--- config.mk ---
export PLATFORM = sky130hd
export DESIGN_NAME = burst_fill_responder
export DESIGN_NICKNAME = d
export VERILOG_FILES = /design/src/rtl/burst_fill_responder.sv
export SDC_FILE = /design/constraint.sdc
export NUM_CORES = 1
export LEC_CHECK = 0
export BUFFER_PORTS_ARGS = -buffer_cell sky130_fd_sc_hd__buf_2
export CAP_MARGIN = 20
export CORE_MARGIN = 5
export CORE_UTILIZATION = 60
export DETAILED_ROUTE_END_ITERATION = 12
export GPL_TIMING_DRIVEN = 0
export PLACE_DENSITY = 0.93
export SYNTH_ARGS = -nofsm -noshare
export SYNTH_HDL_FRONTEND = slang
export SYNTH_SLANG_ARGS = --single-unit
--- constraint.sdc ---
create_clock -name clk -period 4 [get_ports clk]
set_input_delay 0.8 -clock clk [delete_from_list [all_inputs] [get_ports clk]]
set_output_delay 0.8 -clock clk [all_outputs]
set_load 0.02 [all_outputs]
--- src/rtl/burst_fill_responder.sv ---
// burst_fill_responder
//   Responder side of the cache <-> SDRAM burst link. A line read fetches
//   LINE_WORDS words from a 32-bit req/ack backing memory in wrap order,
//   starting at the critical word. It then streams them back as a gapless
//   run of halfwords, high half first. A word write collects two halfwords
//   from the cache and issues a single 32-bit memory write.
//
// Ports
//   clk, reset       rising-edge clock, synchronous active-low reset
//   req, rw, addr    cache request (level), 1=line read / 0=word write, byte addr
//   wdata            write halfword (high half at accept, low half after fill)
//   rdata, fill      fill halfword stream; fill pulses on first halfword / write-high taken
//   busy             responder not idle
//   mem_addr/req/wr/wdata, mem_rdata/ack   backing-memory handshake
module burst_fill_responder #(
  parameter int MIN_LATENCY = 4,
  parameter int LINE_WORDS  = 4
) (
  input  logic        clk,
  input  logic        reset,
  input  logic        req,
  input  logic        rw,
  input  logic [31:0] addr,
  input  logic [15:0] wdata,
  output logic [15:0] rdata,
  output logic        fill,
  output logic        busy,
  output logic [31:0] mem_addr,
  output logic        mem_req,
  output logic        mem_wr,
  output logic [31:0] mem_wdata,
  input  logic [31:0] mem_rdata,
  input  logic        mem_ack
);
  localparam int          IDX_W   = $clog2(LINE_WORDS);
  localparam logic [3:0]  LAT_THR = 4'(MIN_LATENCY - 1);
  localparam logic [IDX_W-1:0] K_LAST = IDX_W'(LINE_WORDS - 1);
  localparam logic [IDX_W:0]   S_LAST = (IDX_W+1)'(2*LINE_WORDS - 1);

  typedef enum logic [2:0] {
    S_IDLE, S_FETCH, S_HOLD, S_STREAM, S_WHI, S_WLO, S_WMEM, S_REL
  } state_t;

  state_t                 state, state_n;
  logic [31:IDX_W+2]      line_addr;
  logic [IDX_W-1:0]       widx;
  logic [IDX_W-1:0]       fetch_k;
  logic [15:0]            whi;
  logic [3:0]             lat_cnt;
  logic [LINE_WORDS-1:0]  bvalid;
  logic [IDX_W:0]         s_cnt;
  logic [31:0]            buf_q [LINE_WORDS];
  logic                   lat_ok;
  logic                   unused_addr_lsb;

  assign unused_addr_lsb = ^addr[1:0];
  assign lat_ok          = (lat_cnt >= LAT_THR);

  // Next state and all handshake/stream outputs are decoded from the state,
  // so a reset edge clears them in the very next cycle.
  always_comb begin
    state_n = state;
    fill    = 1'b0;
    busy    = (state != S_IDLE);
    mem_req = 1'b0;
    mem_wr  = 1'b0;
    rdata   = '0;
    case (state)
      S_IDLE:   if (req) state_n = rw ? S_FETCH : S_WHI;
      S_FETCH: begin
        mem_req = 1'b1;
        if (mem_ack && fetch_k == K_LAST) state_n = S_HOLD;
      end
      // Stream only once the emulated latency has elapsed and every word is in.
      S_HOLD:   if (lat_ok && (&bvalid)) state_n = S_STREAM;
      S_STREAM: begin
        fill  = (s_cnt == '0);
        rdata = s_cnt[0] ? buf_q[s_cnt[IDX_W:1]][15:0] : buf_q[s_cnt[IDX_W:1]][31:16];
        if (s_cnt == S_LAST) state_n = S_REL;
      end
      S_WHI: begin
        fill    = 1'b1;
        state_n = S_WLO;
      end
      S_WLO:    state_n = S_WMEM;
      S_WMEM: begin
        mem_req = 1'b1;
        mem_wr  = 1'b1;
        if (mem_ack) state_n = S_REL;
      end
      // Hold here until the cache lets go of req so it is not re-accepted.
      S_REL:    if (!req) state_n = S_IDLE;
      default:  state_n = S_IDLE;
    endcase
  end

  always_ff @(posedge clk) begin
    if (!reset) begin
      state     <= S_IDLE;
      line_addr <= '0;
      widx      <= '0;
      fetch_k   <= '0;
      whi       <= '0;
      lat_cnt   <= '0;
      bvalid    <= '0;
      s_cnt     <= '0;
      mem_addr  <= '0;
      mem_wdata <= '0;
    end else begin
      state <= state_n;
      if (lat_cnt != 4'hF) lat_cnt <= lat_cnt + 4'd1;
      case (state)
        S_IDLE: if (req) begin
          line_addr <= addr[31:IDX_W+2];
          widx      <= addr[IDX_W+1:2];
          lat_cnt   <= '0;
          fetch_k   <= '0;
          bvalid    <= '0;
          s_cnt     <= '0;
          if (rw) mem_addr <= {addr[31:2], 2'b00};
          else    whi      <= wdata;
        end
        S_FETCH: if (mem_ack) begin
          bvalid[fetch_k] <= 1'b1;
          fetch_k         <= fetch_k + 1'b1;
          // Step to the next word of the line, wrapping within it.
          mem_addr        <= {line_addr, IDX_W'(widx + fetch_k + 1'b1), 2'b00};
        end
        S_STREAM: s_cnt <= s_cnt + 1'b1;
        S_WLO: begin
          mem_addr  <= {line_addr, widx, 2'b00};
          mem_wdata <= {whi, wdata};
        end
        default: ;
      endcase
    end
  end

  // Line buffer holds data only; validity is tracked by bvalid.
  always_ff @(posedge clk) begin
    if (state == S_FETCH && mem_ack) buf_q[fetch_k] <= mem_rdata;
  end
endmodule

# After elaboration in Yosys (flattened, before gate mapping)
# Memory sizes are Yosys's and may differ from the RTL's. A register that Yosys moved wholly into a read port is not among the register bits.
# Index checks and enable logic that the tools add are counted.
# word_totals
register_bits	126
ramBits	128
input_bits	85
output_inout_bits	84
elab_cells	91
mem_count	1
# mem_list
memory	depth	width	rd	rd_ports_with_merged_regs	write_ports	line	text
buf_q	4	32	1	1	1	52	logic [31:0] buf_q [LINE_WORDS];
# op_classes
addsub	5
n_lt_le_gt_ge	3
n_eq_ne	18
muxes	34
bitwise_logic	2
reduce_logical	18
# ops
cell	n
two-way mux 32 bit	3
case mux 32 bit (3 select lines)	1
two-way mux 16 bit	2
two-way mux 3 bit	8
case mux 3 bit (8 select lines)	1
two-way mux 4 bit	5
inequality test 2 bit (second input constant)	8
equality test 3 bit (second input constant)	5
two-way mux 2 bit	4
case mux 4 bit (2 select lines)	1
AND reduction 4 bit	2
equality test 3 x 2 -> 1 bit (second input constant)	2
zero test 3 bit	2
case mux 3 bit (2 select lines)	1
AND reduction 3 bit	2
AND reduction 6 bit	1
nonzero test 3 bit	2
two-way mux 1 bit	5
adder 2 x 1 -> 2 bit (second input constant)	2
adder 4 x 1 -> 4 bit (second input constant)	1
greater-or-equal comparator 4 x 2 -> 1 bit (second input constant)	1
logical AND 1 bit	4
inequality test 4 bit (second input constant)	1
OR 4 bit	1
other kinds (13)	15

# Depth between registers and ports, before layout
# logic_depth
depth_word	7
depth_mapped	6
mapped_depth_nobuf	6

# Worst setup path before layout
# OpenSTA, ideal clock, no wires.
# synth_path
path_kind	register -> output
startpoint	register s_cnt[0]
endpoint	output port fill
t_arrival_ns	1.708
required_ns	3.200
slack_ns	1.492
path_stages_with_launch	7
n_path_buf	2
cell_sequence	dfxtp_1 -> clkbuf_1 -> clkinv_1 -> clkbuf_1 -> ha_1 -> inv_1 -> o32ai_1
# synth_via
elab_chain_cells	2
# synth_lines
item	line	text
start, declared	51	logic [IDX_W:0] s_cnt;
start signal, assigned	129	S_STREAM: s_cnt <= s_cnt + 1'b1;
zero test 3 bit	77	fill = (s_cnt == '0);
case mux 1 bit (2 select lines)	68	case (state)
end, declared	26	output logic fill,
# Every way passes these cells.

# Final worst setup path
# Ends and elaborated chain as after synthesis.

==> summary.md <==
| Metric | Value |
|---|---|
| Setup CP Type | `reg2out` |
| Combinational share of power | `17.3%` |
| First-pass GRT wire length | `39100 µm` |
| Worst path top cell family by delay | `buffers and inverters` |
| Chip width | `138.1 µm` |
| Final wirelength | `24420 µm` |
| Final total power | `6.853 mW` |
| Reg power frac | `44.8%` |
| Bufs and invs on worst path | `5` |
| Filler cells | `994` |
| Hold Violations, Final | `0` |
| Setup_tns | `0 ps` |
| Syn-to-layout area delta | `20.71%` |
| Net Sw Power | `1.914 mW` |
| Commonest cells after routing, fill and taps aside | `nand2_1 (257), buf_2 (176), edfxtp_1 (128)` |
| Residual DRC | `0` |
| PD cells | `576.9 nW/µm²` |
| Pre-CTS WS | `1129 ps` |
| CP arrival | `2610 ps` |
| Dpl hpwl | `15650 µm` |
| Vias | `7524` |
| WP data required | `3200 ps` |
| DR iter-0 viols | `661` |
| CTS root buf | `clkbuf_16` |
| CP most frequent cell | `clkbuf_1` |
| Synthesized area | `9841 µm²` |
| Commonest non-fill, non-tap cell in the layout | `nand2_1` |
| Crit-path max cell delay | `530 ps` |
| Die area | `19060 µm²` |
| Skew-Pair Late Insertion Delay | `520 ps` |
| Finished Core Util | `74.24%` |
| Grt ovf | `0` |
| Max-slew violation count | `0` |
| Synth Flop Type | `edfxtp_1` |
| Slew Limit Headroom | `42.42%` |
| Diodes inserted | `0` |
| Initial antenna violation count | `1` |
| Switch share | `27.93%` |
| Cell-internal power | `4.939 mW` |
| Num rows | `46` |
| CTS tree | `yes` |
| Post-synth EDFFs | `128` |
| Min-Delay Path Class | `reg2reg` |
| Synth warnings | `0` |
| Finished Cell Area | `11880 µm²` |
| Detail Route Antenna Nets | `0` |
| Status | `finished, final reports clean` |
| Post-CTS sizing | `0` |
| Setup violators final | `0` |
| Library cells used by synthesis | `50` |
| Worst Clk Skew | `19.29 ps` |
| Boundary pin count | `169` |
| DR pass1 iterations | `5` |
| Nets | `1143` |
| Synth async-reset ratio | `0%` |
| Area of the multi-input gates | `3187 µm²` |
| Htree depth | `1` |
| Syn Inst Count | `856` |
| Routability cong. | `0.8269` |
| Total GRT Usage | `24.89%` |
| Total clock buffers created by CTS | `26` |
| Wire per inst | `19.00 µm` |
| Synth Area per Inst | `11.50 µm²` |
| Max FO, Critical Path | `10` |
| RSZ-0062 raised after global routing | `false` |
| #FFs+latches synth | `254` |
| Fin crit period | `3413 ps` |
| Fraction of layout cells with a size suffix above 1 | `24.88%` |
| Leak Pwr | `4.478 nW` |
| Buffers from clock root to sink, at most | `3` |
| Sequence of cells on the critical path | `clkbuf_1 > clkinv_1 > clkbuf_1 > ha_1 > inv_1 > o32ai_1 > buf_2` |
| Worst-margin pin slew | `863.8 ps` |
| Fmax | `293.0 MHz` |
| Largest net degree at the start of global routing | `33` |
| Crit-path slowest cell | `clkbuf_1` |
| Number of setup buffers added after CTS | `0` |
| Crit end category | `output pin` |
| Die H | `138.1 µm` |
| Clk pwr share | `37.9%` |
| Register area | `6366 µm²` |
| Hold_buf cts | `0` |
| Core area | `16000 µm²` |
| Post-synthesis sequential area ratio | `64.69%` |
| Crit start category | `flop` |
| Clk sink count | `254` |
| Starting Density | `61.50%` |
| Final period util | `85.33%` |
| Final worst setup slack | `586.8 ps` |
| IO Port Bufs | `164` |
| Dpl cell area | `10940 µm²` |
| Max-Cap Viols | `0` |
| Worst-case vdd ir drop | `0.4101 mV` |
| Vias per cell | `5.855` |
| Worst-path clk slew | `60 ps` |
| Vias in the first global route | `7299` |
-- routing by layer --
| metal | track usage (%) | up-vias | wire length [µm] |
|---|---|---|---|
| li1 | - | 3414 | - |
| met1 | 32.21 | 3654 | 9362 |
| met2 | 43.27 | 405 | 12230 |
| met3 | 5.586 | 49 | 2297 |
| met4 | 5.668 | 2 | 510 |
| met5 | 0 | - | 13 |
-- cells in the mapped netlist, types with 2 or more instances --
cell type,n,area [µm²]
a211oi_1,2,15.01
a21boi_0,10,75.07
a21boi_1,6,45.04
a21oi_1,90,450.4
a311oi_1,29,254.0
a31oi_1,2,12.51
and3_1,5,31.28
buf_1,5,18.77
buf_2,12,60.06
buf_4,3,22.52
clkbuf_1,39,146.4
dfxtp_1,126,2522
edfxtp_1,128,3844
ha_1,9,112.6
inv_1,8,30.03
mux4_2,32,720.7
nand2_1,257,964.7
nand2b_1,3,18.77
nand3_1,7,35.03
nor2_1,45,168.9
nor3_1,5,25.02
nor3b_1,2,15.01
o211ai_1,2,15.01
o21ai_0,2,10.01
o32ai_1,2,17.52
-- per-stage QoR --
step                instances  hold WS, ps
floorplan                 857        431.0
global placement         1237        438.2
detailed placement       1237        443.6
CTS                      1285        454.0
global route             1285        469.8
finish                   1285        452.1
-- final timing paths --
check                                 start                        end  slack (ps)  depth (start not counted)
setup reg to reg      state[2]$_SDFFE_PN0P_     buf_q[0][23]$_DFFE_PP_        1510                          3
hold / removal    mem_wdata[7]$_SDFFE_PN0N_  mem_wdata[7]$_SDFFE_PN0N_         450                          2
setup / recovery      s_cnt[0]$_SDFFE_PN0N_                       fill         590                          7
hold reg to reg   mem_wdata[7]$_SDFFE_PN0N_  mem_wdata[7]$_SDFFE_PN0N_         450                          2
-- sequential cells by signal, indices dropped and copies added (netlist names), named ones only --
| name | flops |
|---|---|
| buf_q | 128 |
| mem_addr | 30 |
| whi | 16 |
| bvalid | 4 |
| s_cnt | 3 |
| state | 3 |
| mem_wdata | 32 |
| widx | 2 |
| fetch_k | 2 |
| line_addr | 28 |
| lat_cnt | 4 |
-- cell type report --
class	count	area share [%]
Tap cell	216	2.275
Multi-Input combinational cell	533	26.83
Clock buffer	39	6.836
Inverter	10	0.3160
Timing Repair Buffer	164	6.910
Clock inverter	9	1.064
Buffer	60	2.180
Sequential cell	254	53.59
-- tightest hold or removal path, stage by stage, from the launching register on --
cell and delay (ps):
dfxtp_1 310, nand2_1 50, a21oi_1 50
-- logic make-up (layout without fill, tap and decap cells) --
logic type                 Yosys count  in the layout  synth area share, %
buffers and inverters               70            282                3.013
AOI/OAI and AO/OA                  151            151                9.536
muxes                               34             34                7.540
other                                1              2              0.03811
and+or+nand+nor                    335            335                13.86
adders and majority gates            9              9                1.144
DFF                                254            254                64.69
xor gates and xnor gates             2              2               0.1780
-- power by group through the flow --
stage / clock [mW] / combinational, mW / sequential, mW
3_3_place_gp: 0 / 1.13 / 3.11
6_report: 2.60 / 1.19 / 3.07
3_5_place_dp: 0 / 1.16 / 3.12
4_1_cts: 2.61 / 1.17 / 3.07
5_1_grt: 2.73 / 1.29 / 3.09
2_1_floorplan: 0 / 0.654 / 3.22
(Power assumes the default switching activity.)
